[src/rtl/ng_pkg.sv]
// Shared definitions for the ng instruction-fetch unit: FSM states and default sizes.
package ng_pkg;

    localparam int NG_ADDR_W      = 16;
    localparam int NG_INSTR_W     = 16;
    localparam int NG_STACK_DEPTH = 8;

    typedef enum logic [1:0] {
        REQ  = 2'd0,
        WAIT = 2'd1,
        OUT  = 2'd2
    } fetch_state_e;

endpackage

[src/rtl/ng_ret_stack.sv]
// Return-address stack: push/pop with full/empty status; top is the most recent push.
module ng_ret_stack #(
    parameter int DATA_W = 16,
    parameter int DEPTH  = 8
) (
    input  logic              clk,
    input  logic              rst,
    input  logic              push_i,
    input  logic              pop_i,
    input  logic [DATA_W-1:0] push_data_i,
    output logic [DATA_W-1:0] top_o,
    output logic              full_o,
    output logic              empty_o
);
    localparam int PTR_W = $clog2(DEPTH);
    localparam logic [PTR_W:0] CNT_FULL = (PTR_W + 1)'(DEPTH);
    localparam logic [PTR_W:0] CNT_ONE  = {{PTR_W{1'b0}}, 1'b1};

    logic [DATA_W-1:0] mem_q [DEPTH];
    logic [PTR_W:0]    cnt_q;
    logic [PTR_W:0]    cnt_d;
    logic [PTR_W-1:0]  top_idx;
    logic              do_push;
    logic              do_pop;

    assign full_o  = (cnt_q == CNT_FULL);
    assign empty_o = (cnt_q == '0);
    assign do_push = push_i && !full_o;
    assign do_pop  = pop_i && !empty_o;
    assign top_idx = PTR_W'(cnt_q - CNT_ONE);
    assign top_o   = mem_q[top_idx];

    always_comb begin
        cnt_d = cnt_q;
        if (do_push) begin
            cnt_d = cnt_q + CNT_ONE;
        end else if (do_pop) begin
            cnt_d = cnt_q - CNT_ONE;
        end
    end

    always_ff @(posedge clk or posedge rst) begin
        if (rst) begin
            cnt_q <= '0;
        end else begin
            cnt_q <= cnt_d;
        end
    end

    // Storage needs no reset: entries are only read while the count covers them.
    always_ff @(posedge clk) begin
        if (do_push) begin
            mem_q[cnt_q[PTR_W-1:0]] <= push_data_i;
        end
    end

endmodule

[src/rtl/ng_fetch.sv]
// Single-outstanding instruction fetch unit: request, wait for data, offer to decoder,
// then redirect via jump/call/return or flush.
module ng_fetch
    import ng_pkg::*;
#(
    parameter int                ADDR_W      = NG_ADDR_W,
    parameter int                INSTR_W     = NG_INSTR_W,
    parameter int                STACK_DEPTH = NG_STACK_DEPTH,
    parameter logic [ADDR_W-1:0] RESET_VEC   = '0
) (
    input  logic               clk,
    input  logic               rst,
    output logic               imem_req_valid,
    input  logic               imem_req_ready,
    output logic [ADDR_W-1:0]  imem_addr,
    input  logic               imem_rsp_valid,
    input  logic [INSTR_W-1:0] imem_rsp_data,
    output logic               instr_valid,
    input  logic               instr_ready,
    output logic [INSTR_W-1:0] instr,
    output logic [ADDR_W-1:0]  instr_pc,
    input  logic               jmp,
    input  logic               call,
    input  logic               ret,
    input  logic [ADDR_W-1:0]  target,
    input  logic               flush,
    input  logic [ADDR_W-1:0]  flush_addr,
    output logic               stk_full,
    output logic               stk_empty,
    output logic               stk_ovf,
    output logic               stk_unf
);
    localparam logic [ADDR_W-1:0] PC_ONE = {{(ADDR_W-1){1'b0}}, 1'b1};

    fetch_state_e       state_q, state_d;
    logic [ADDR_W-1:0]  pc_q, pc_d;
    logic [INSTR_W-1:0] instr_q, instr_d;
    logic [ADDR_W-1:0]  ipc_q, ipc_d;
    logic               kill_q, kill_d;
    logic               ovf_q, ovf_d;
    logic               unf_q, unf_d;
    logic               stk_push;
    logic               stk_pop;
    logic [ADDR_W-1:0]  stk_top;
    logic [ADDR_W-1:0]  seq_pc;
    logic               req_fire;

    assign seq_pc    = ipc_q + PC_ONE;
    assign imem_addr = pc_q;
    assign instr     = instr_q;
    assign instr_pc  = ipc_q;
    assign stk_ovf   = ovf_q;
    assign stk_unf   = unf_q;

    ng_ret_stack #(
        .DATA_W (ADDR_W),
        .DEPTH  (STACK_DEPTH)
    ) u_ret_stack (
        .clk         (clk),
        .rst         (rst),
        .push_i      (stk_push),
        .pop_i       (stk_pop),
        .push_data_i (seq_pc),
        .top_o       (stk_top),
        .full_o      (stk_full),
        .empty_o     (stk_empty)
    );

    always_comb begin
        state_d  = state_q;
        pc_d     = pc_q;
        instr_d  = instr_q;
        ipc_d    = ipc_q;
        kill_d   = kill_q;
        ovf_d    = ovf_q;
        unf_d    = unf_q;
        stk_push = 1'b0;
        stk_pop  = 1'b0;
        // Request is a function of registers only, so no memory/decoder input reaches it.
        imem_req_valid = (state_q == REQ) && !kill_q;
        instr_valid    = (state_q == OUT);
        req_fire       = imem_req_valid && imem_req_ready;

        if (kill_q && imem_rsp_valid) begin
            kill_d = 1'b0;
        end

        unique case (state_q)
            REQ: begin
                if (req_fire) begin
                    state_d = WAIT;
                end
            end
            WAIT: begin
                if (imem_rsp_valid) begin
                    instr_d = imem_rsp_data;
                    ipc_d   = pc_q;
                    state_d = OUT;
                end
            end
            OUT: begin
                if (instr_ready) begin
                    state_d = REQ;
                    if (ret) begin
                        if (stk_empty) begin
                            pc_d  = seq_pc;
                            unf_d = 1'b1;
                        end else begin
                            pc_d    = stk_top;
                            stk_pop = 1'b1;
                        end
                    end else if (call) begin
                        pc_d = target;
                        if (stk_full) begin
                            ovf_d = 1'b1;
                        end else begin
                            stk_push = 1'b1;
                        end
                    end else if (jmp) begin
                        pc_d = target;
                    end else begin
                        pc_d = seq_pc;
                    end
                end
            end
            default: state_d = REQ;
        endcase

        // Any request the memory has taken but not yet answered must be drained silently.
        if (flush) begin
            state_d  = REQ;
            pc_d     = flush_addr;
            instr_d  = instr_q;
            ipc_d    = ipc_q;
            ovf_d    = ovf_q;
            unf_d    = unf_q;
            stk_push = 1'b0;
            stk_pop  = 1'b0;
            kill_d   = (((state_q == WAIT) || kill_q) && !imem_rsp_valid) || req_fire;
        end
    end

    always_ff @(posedge clk or posedge rst) begin
        if (rst) begin
            state_q <= REQ;
            pc_q    <= RESET_VEC;
            instr_q <= '0;
            ipc_q   <= '0;
            kill_q  <= 1'b0;
            ovf_q   <= 1'b0;
            unf_q   <= 1'b0;
        end else begin
            state_q <= state_d;
            pc_q    <= pc_d;
            instr_q <= instr_d;
            ipc_q   <= ipc_d;
            kill_q  <= kill_d;
            ovf_q   <= ovf_d;
            unf_q   <= unf_d;
        end
    end

endmodule

[config.mk]
export PLATFORM = sky130hd
export DESIGN_NAME = ng_fetch
export DESIGN_NICKNAME = d
export VERILOG_FILES = /design/src/rtl/ng_pkg.sv /design/src/rtl/ng_ret_stack.sv /design/src/rtl/ng_fetch.sv
export SDC_FILE = /design/constraint.sdc
export NUM_CORES = 1
export LEC_CHECK = 0
export CAP_MARGIN = 20
export CORE_MARGIN = 2
export CORE_UTILIZATION = 35
export DETAILED_ROUTE_END_ITERATION = 8
export GPL_TIMING_DRIVEN = 0
export SETUP_SLACK_MARGIN = 0.02
export SYNTH_ARGS = -nofsm -noshare
export SYNTH_HDL_FRONTEND = slang
export SYNTH_SLANG_ARGS = --single-unit
export TNS_END_PERCENT = 5
[constraint.sdc]
create_clock -name clk -period 8 [get_ports clk]
set_input_delay 1.6 -clock clk [delete_from_list [all_inputs] [get_ports clk]]
set_output_delay 1.6 -clock clk [all_outputs]
set_load 0.005 [all_outputs]
==> After elaboration in Yosys (flattened, before gate mapping) <==
Memory sizes are Yosys's and may differ from the RTL's.
Cells that the tools add are included.
{ "word_totals": {"ram_bits": 128, "inputBits": 57, "n_memories": 1, "word_cells": 72, "out_inout_bits": 54, "ff_bits": 57} }
{ "mem_list": {"columns": ["memory", "depth", "word_bits", "rd", "rd_ports_with_merged_regs", "write_ports", "line_no", "source"], "rows": [
  ["u_ret_stack.mem_q", 8, 16, 1, 0, 1, "ng_ret_stack.sv:19", "logic [DATA_W-1:0] mem_q [DEPTH];"]
]} }
{ "op_classes": {"eq_ne": 6, "reduce_logical": 23, "addsub": 3, "bitwise": 2, "n_mux": 29} }
{ "op_table": {"columns": ["op", "n"], "rows": [
  ["16-bit 2-to-1 mux", 7],
  ["16-bit by 1-bit adder with 16-bit output, second input constant", 1],
  ["1-bit 2-to-1 mux", 15],
  ["2-bit 2-to-1 mux", 4],
  ["4-bit 2-to-1 mux", 2],
  ["2-bit nonzero test", 4],
  ["1-bit logical AND", 6],
  ["3-bit != test, second input constant", 2],
  ["2-bit one-hot mux with 3 select lines", 1],
  ["3-bit AND reduction", 2],
  ["6-bit AND reduction", 1],
  ["5-bit AND reduction", 1],
  ["4-bit by 1-bit adder with 4-bit output, second input constant", 1],
  ["4-bit == test, second input constant", 1],
  ["1-bit logical NOT", 4],
  ["4-bit logical NOT", 1],
  ["4-bit by 1-bit subtractor with 4-bit output, second input constant", 1],
  ["3-bit by 1-bit != test with 1-bit output, second input constant", 1],
  ["2-bit by 1-bit == test with 1-bit output, second input constant", 1],
  ["2-bit == test, second input constant", 1],
  ["2-bit logical NOT", 1],
  ["1-bit logical OR", 2],
  ["1-bit inverter", 2],
  ["2-bit AND reduction", 1]
]} }

==> Logic depth before layout (Yosys ltp) <==
Gate-level depths: netlist of run 1.
{ "logic_depth": {"ltp_word": 10, "mapped_depth": 14, "ltp_nobuf": 8} }

==> Cells and area by module <==
Synthesis of run 1 repeated with hierarchy kept, for this count alone.
{ "hier_totals": {"cells_unflattened": 485, "hier_area_um2": 8031.5} }
{ "modules_own_cells": {"columns": ["mod", "cells_per_inst", "area_each_um2", "n_inst", "seq_area_each_um2"], "rows": [
  ["ng_ret_stack", 242, 5213.8, 1, 3943.8],
  ["ng_fetch", 243, 2817.7, 1, 1326.3]
]} }

==> Worst setup path after synthesis of run 1 <==
Ideal clock, no wire load.
{ "synth_timing": {"kind": "input to register", "from": "input flush", "to": "memory u_ret_stack.mem_q[0][0], enable pin", "setup_time_ns": 0.409, "slack_ns": 3.955, "required_ns": 7.591, "arrival_ns": 3.636, "cell_stages": 5, "n_path_buf": 1, "path_cell_list": "nand4bb_1 buf_4 nor4b_4 nand2_1 nor3_1"} }
{ "synth_via": {"elab_chain_cells": 4} }
{ "synth_rtl": {"columns": ["element", "line_no", "source"], "rows": [
  ["from (decl)", "ng_fetch.sv:26", "input logic flush,"],
  ["1-bit 2-to-1 mux", "ng_fetch.sv:130", "if (flush) begin"],
  ["1-bit logical AND", "ng_ret_stack.sv:28", "assign do_push = push_i && !full_o;"],
  ["1-bit 2-to-1 mux", "ng_ret_stack.sv:52", "if (do_push) begin"],
  ["1-bit 2-to-1 mux (not written as such)", "ng_ret_stack.sv:53", "mem_q[cnt_q[PTR_W-1:0]] <= push_data_i;"],
  ["to (decl)", "ng_ret_stack.sv:19", null]
]} }
No other way between the ends.

==> Worst setup path in the final report of run 1 <==
{ "layout_timing": {"from": "register u_ret_stack.cnt_q[0]", "to": "output stk_empty"} }
{ "layout_via": {"elab_chain_cells": 1} }
{ "layout_rtl": {"columns": ["element", "line_no", "source"], "rows": [
  ["from (decl)", "ng_ret_stack.sv:20", "logic [PTR_W:0] cnt_q;"],
  ["from (signal assigned)", "ng_ret_stack.sv:46", "cnt_q <= cnt_d;"],
  ["4-bit logical NOT", "ng_ret_stack.sv:27", "assign empty_o = (cnt_q == '0);"],
  ["to (decl)", "ng_fetch.sv:29", "output logic stk_empty,"]
]} }
No other way between the ends.

==> results of run 1 <==
-- layout by cell type, fill, tap and decap left out, drive strengths merged, types with 2 or more instances in the layout --
cell and n:
a31oi 3, and2 3, o22ai 3, o21bai 3
nor3 8, nor4 4, a221oi 8, a2111oi 3
a21oi 10, o21ai 28, a22oi 8, mux2 30
xor2 10, o211ai 3, and3 2, a221o 2
a21o 2, nand4 5, nor2b 3, or3 8
o21ba 2, ha 3, and3b 2, a211oi 2
xnor2 9, mux2i 25, nor2 26, nand3 14
clkdlybuf4s50 110, clkinv 7, o21a 3, dfrtp 57
inv 19, edfxtp 128, mux4 20, nand2 42
buf 29, o221ai 4, clkbuf 25, nand2b 2
-- layer usage --
metal  vias to the layer above  share of wire [%]  wire, um  track usage, %
met2                       159                 51     10800            29.9
met1                      2650                 44      9290            24.7
met3                        18                4.5       965            3.25
li1                       2345                  -         -               -
met5                         -                  0         0               0
met4                         0                1.2       266            3.98
-- worst reg2reg max path, stage by stage, from the launching register on --
cell and delay, ns:
dfrtp_1 0.37, buf_6 0.15, buf_12 0.15, buf_6 0.19, buf_4 0.26, inv_1 0.09
ha_1 0.30, and3b_1 0.30, nor4b_4 0.43, nand2_1 0.26, nor3_2 0.61, buf_6 0.24
-- sequential cells by signal, summed over array words and instances, names as in the netlist --
| register | flops |
|---|---|
| instr_pc | 16 |
| imem_addr | 16 |
| instr | 16 |
| state_q | 2 |
| stk_ovf | 1 |
| kill_q | 1 |
| u_ret_stack.mem_q | 128 |
| u_ret_stack.cnt_q | 4 |
| stk_unf | 1 |
-- power by group --
part | switching, mW | total (mW) | internal, mW
logic | 0.399 | 0.772 | 0.372
registers | 0.0973 | 1.30 | 1.20
clock network | 0.410 | 0.863 | 0.453
-- worst max-delay path by stage --
stage | slack (ns) | start | depth (start not counted) | endpoint
2_1_floorplan | 3.95 | flush | 5 | u_ret_stack.mem_q[0][0]
3_3_place_gp | 2.20 | flush | 6 | u_ret_stack.mem_q[0][2]
3_5_place_dp | 3.63 | flush | 7 | u_ret_stack.mem_q[0][2]
4_1_cts | 3.35 | u_ret_stack.cnt_q[0] | 9 | stk_empty
5_1_grt | 3.24 | u_ret_stack.cnt_q[0] | 9 | stk_empty
6_report | 3.38 | u_ret_stack.cnt_q[0] | 9 | stk_empty
-- cell families after synthesis --
family | after synthesis
AOI/OAI and AO/OA | 90
xor gates and xnor gates | 19
adders and majority gates | 3
buffers and inverters | 38
DFF | 185
muxes | 75
and+or+nand+nor | 124
-- cell type report --
cell class	instances	area, sq um
Clock buffer	17	425
Clock inverter	15	198
Sequential cell	185	5270
Fill cell	1973	12300
Timing Repair Buffer	121	1260
Buffer	26	191
Tap cell	285	357
Inverter	12	45.0
Multi-Input combinational cell	311	2570
==> impl_metrics.tcl, run 1 <==
set metrics [dict create \
    status "completed" \
    place_inst 940 \
    async_flop_share_pct 30.8 \
    drv_cap 0 \
    stdcell_area_sq_mm 0.0103 \
    io_pins 111 \
    grt_pass1_wl_mm 32.2 \
    first_pass_iters 6 \
    worst_setup_path_end_kind "output pin" \
    p_leak_nw 3.64 \
    routed_via_density 5.32 \
    antenna_found_initial 0 \
    timing.fmax_mhz 217 \
    fin_skew_ns 0.00875 \
    ys_seq_area_share_pct 65.4 \
    netlist_top_cells_area "edfxtp_1 48%, dfrtp_1 18%, mux4_2 5.6%, mux2_2 4.2%, mux2i_1 3.1%" \
    die-area_sq_mm 0.0242 \
    ys.flop_type "edfxtp_1" \
    core_sq_mm 0.0226 \
    worstMarginPinSlew_ns 0.908 \
    cp_slowest_cell "clkdlybuf4s50_1" \
    dr.first_iter.drc_count 470 \
    period_needed_ns 4.62 \
    place_congestion 0.836 \
    portBuffers 110 \
    rrSetupSlack_ns 4.38 \
    ctsHoldBuffers 0 \
    num_vias 5172 \
    drv_slew 0 \
    holdCritPathClass "register to register" \
    post_cts_buffers 0 \
    synth.area.mux_share_pct 12.9 \
    grt_max_degree 43 \
    cts.sink_count 185 \
    rows 55 \
    r2r-end "u_ret_stack.mem_q[0][4]" \
    cellPowerDensity_mw_per_mm2 284 \
    die_w_um 156 \
    synth_seq_cells 185 \
    synth-xor-area-share_pct 2.16 \
    path_clk_slew_ns 0.07 \
    grt_overflow 0 \
    drc 0 \
    worst-path-buf-inv 7 \
    clk_latency_ns 0.43 \
    final_cells 972 \
    finalHoldViolCount 0 \
    worstSetupStartpointType "register" \
    final_nets 734 \
    numCtsBuffers 17 \
    min_path_cells 1 \
    cts_root_buffer "clkbuf_16" \
    path_delay_family "buffers and inverters" \
    required_ns 6.40 \
    ys_warn_count 0 \
    post-place-ws_ns 3.63 \
    synth_commonest_cells "128 x edfxtp_1, 57 x dfrtp_1, 40 x nand2_1" \
    clockBufferDepth 2 \
    setup_viol 0 \
    power_mw 2.93 \
    path_max_fanout 10 \
    path_class "register to output pin" \
    cts_resized 0 \
    netlist_area_sq_mm 0.00805 \
    drive_gt1_share_pct 19.9 \
    fin_tns_setup_ns 0 \
    synthAdderAreaFrac_pct 0.466 \
    synth_top_family_by_area "multiplexers" \
    synthSimpleGateAreaFrac_pct 8.03 \
    yosys.area.top_type "edfxtp_1" \
    wl_mm 21.4 \
    track_usage_pct 18.0 \
    syn-instance-count 534 \
    slew_headroom_pct 39.1 \
    hpwl_mm 15.7 \
    synth.most_common_cell "edfxtp_1" \
    synth_nets 594 \
    syn_avg_cell_area_sq_um 15.1 \
    whs_endpoint "stk_ovf" \
    synth.top_cell.area_share_pct 47.7 \
    syn_to_final_growth_pct 28.1 \
    reg2reg_depth 11 \
    worstHoldStart "stk_ovf" \
    final_antenna_net_count 0 \
    worstPathArrival_ns 3.02 \
    rsz0062_at_grt "no" \
    synth_compound_area_share_pct 8.08 \
    antenna_cells 0 \
    cts_max_level 4 \
    finalCritPeriodShare_pct 57.7 \
    grt_pass1_vias 5382 \
    final_core_util_pct 45.6 \
    whs_ns 0.469 \
    irDropWorstVdd_mv 0.155 \
    path_cells "buf_6, buf_12, buf_6, buf_4, inv_1, ha_1, or3b_1, inv_1, clkdlybuf4s50_1" \
    place_area_sq_mm 0.00969 \
    yosys.cell_types.count 65 \
    reg2reg_from "u_ret_stack.cnt_q[0]" \
    synth-edff-count 128 \
    initial_utilization_pct 35.6 \
    max_stage_delay_ns 0.56 \
    route.detailed.wl_per_inst_um 22.0 \
    fin_ws_ns 3.38 \
    cts_tree "built" \
    die_h_um 156 \
]
Note: power is estimated with default switching activity, not from simulation.
==> run 2, diff against run 1 <==
Clock period 8 ns to 4.3 ns, I/O delays scaled along.
==> results of run 2 <==
Same layout as run 1 (identical final DEF). Status: completed.
Among the figures that moved: setup slack after placement 3.63 ns -> 0.674 ns; setup slack after layout 3.38 ns -> 0.423 ns; register-to-register setup slack 4.38 ns -> 0.68 ns; total power 2.93 mW -> 5.46 mW; worst IR drop on VDD 0.155 mV -> 0.288 mV
==> run 3, diff against run 2 <==
Settings changed: ABC_CLOCK_PERIOD_IN_PS set to 4300, CAP_MARGIN 20 to 40.
==> run 3 against run 2 <==
Net effect:
- utilization shrank 0.055 points
- maximum frequency fell by 0.75%
- sequential share of layout area rose by 0.062 points
- die area unchanged
- critical endpoint unchanged
- worst hold slack better by 0.0055 ns
==> impl_metrics.tcl, run 3 (synthesized netlist as in run 1, its figures left out) <==
set metrics [dict create \
    status "completed" \
    cts_resized 0 \
    grt_overflow 0 \
    fillers 1970 \
    swShare_pct 30.9 \
    drv_slew 0 \
    portBuffers 110 \
    ctsHoldBuffers 0 \
    worstSetupStartpointType "register" \
    cts_root_buffer "clkbuf_16" \
    slew_headroom_pct 39.8 \
    p_int_mw 3.76 \
    post_cts_buffers 0 \
    rows 55 \
    irDropWorstVdd_mv 0.294 \
    r2r-end "u_ret_stack.mem_q[0][6]" \
    drv_cap 0 \
    numCtsBuffers 17 \
    routed_via_density 5.30 \
    path_class "register to output pin" \
    layout_common_cells "128 x edfxtp_1, 110 x clkdlybuf4s50_1, 57 x dfrtp_1" \
    holdCritPathClass "register to register" \
    worstMarginPinSlew_ns 0.896 \
    die_w_um 156 \
    grt_pass1_vias 5260 \
    clockBufferDepth 2 \
    grt_util_met1_pct 25.0 \
    reg2reg_depth 11 \
    required_ns 3.44 \
    grt_use_met3_pct 3.64 \
    hpwl_mm 15.7 \
    sequentialPowerShare_pct 44.4 \
    whs_ns 0.474 \
    finalCritPeriodShare_pct 90.8 \
    first_pass_iters 7 \
    num_vias 5155 \
    setup_viol 0 \
    path_max_fanout 10 \
    final_core_util_pct 45.5 \
    clk_latency_ns 0.44 \
    crit_end "stk_empty" \
    route.detailed.wl_per_inst_um 22.0 \
    drive_gt1_share_pct 19.9 \
    core_sq_mm 0.0226 \
    stdcell_area_sq_mm 0.0103 \
    largest_register_ffs 128 \
    cts_tree "built" \
    p_leak_nw 3.63 \
    path_clk_slew_ns 0.07 \
    place_congestion 0.836 \
    reg2reg_from "u_ret_stack.cnt_q[0]" \
    path_cells "buf_6, buf_12, buf_6, buf_4, inv_1, ha_1, or3b_1, inv_1, clkdlybuf4s50_1" \
    worstHoldStart "stk_ovf" \
    die_h_um 156 \
    grtUsageMet2_pct 29.6 \
    finalHoldViolCount 0 \
    rsz0062_at_grt "no" \
    fin_skew_ns 0.0125 \
    final_nets 734 \
    rrSetupSlack_ns 0.68 \
    syn_to_final_growth_pct 27.9 \
    dr.first_iter.drc_count 399 \
    grt_busiest_layer "met2" \
    crit_path_start "u_ret_stack.cnt_q[0]" \
    place_area_sq_mm 0.00969 \
    period_needed_ns 3.91 \
    cp_slowest_cell "clkdlybuf4s50_1" \
    p_sw_mw 1.68 \
    worst_setup_path_end_kind "output pin" \
    grt_max_degree 31 \
    die-area_sq_mm 0.0242 \
    cellPowerDensity_mw_per_mm2 528 \
    worstPathArrival_ns 3.05 \
    drc 0 \
    final_antenna_net_count 0 \
    initial_utilization_pct 35.6 \
    power_mw 5.44 \
    timing.fmax_mhz 256 \
    antenna_found_initial 0 \
    max_stage_delay_ns 0.55 \
    pwr-share-clk_pct 29.2 \
    cts.sink_count 185 \
    layout.cells.most_common "edfxtp_1" \
    antenna_cells 0 \
    power_frac_comb_pct 26.4 \
    wl_mm 21.4 \
    track_usage_pct 18.1 \
    grt_pass1_wl_mm 32.5 \
    io_pins 111 \
    cts_max_level 4 \
]
run 3: cell count changes in the layout (fill, tap and decap cells not counted):
| cell | before | now |
|---|---|---|
| clkinvlp_4 | 0 | 4 |
| inv_6 | 4 | 3 |
| clkinv_4 | 2 | 0 |
| clkinv_8 | 5 | 4 |
run 3: critical path, delay by kind of cell (launching register included):
| kind | cells | cell delay, ns |
|---|---|---|
| buf+inv | 7 | 1.46 |
| flops | 1 | 0.41 |
| fa+ha+maj | 1 | 0.31 |
| simple gates | 1 | 0.43 |
run 3: layer usage:
metal / share of wire, % / up-vias / wire, um
met5: 0 / - / 0
met2: 50 / 127 / 10800
met3: 4.3 / 18 / 926
li1: - / 2339 / -
met1: 44 / 2671 / 9430
met4: 1.2 / 0 / 257
run 3: per-stage QoR:
stage | worst slack [ns] | TNS, ns | instances
finish | 0.394 | 0 | 972
global route | 0.266 | 0 | 972
detailed placement | 0.680 | 0 | 940
CTS | 0.385 | 0 | 972
global placement | -0.756 | -23.79 | 929
floorplan | 0.702 | 0 | 534
run 3: power by group through the flow:
stage	Clock [mW]	Sequential (mW)	Combinational, mW
after detailed placement	0	2.45	1.44
after global routing	1.68	2.44	1.55
final	1.59	2.42	1.44
after floorplan	0	2.42	0.763
after CTS	1.61	2.42	1.45
after global placement	0	2.44	1.41
run 3: how the worst min path moves through the flow:
stage	to	slack [ns]	cells past startpoint
2_1_floorplan	u_ret_stack.cnt_q[3]	0.45	1
3_3_place_gp	stk_ovf	0.45	1
3_5_place_dp	stk_ovf	0.46	1
4_1_cts	stk_ovf	0.48	1
5_1_grt	stk_ovf	0.50	1
6_report	stk_ovf	0.47	1
run 3: area by class of cell:
cell class | count | area (sq um) | share of cell area [%]
Buffer | 26 | 191 | 1.86
Clock buffer | 17 | 425 | 4.13
Clock inverter | 15 | 185 | 1.80
Inverter | 12 | 45.0 | 0.437
Multi-Input combinational cell | 311 | 2570 | 25.0
Sequential cell | 185 | 5270 | 51.2
Tap cell | 285 | 357 | 3.46
Timing Repair Buffer | 121 | 1260 | 12.2
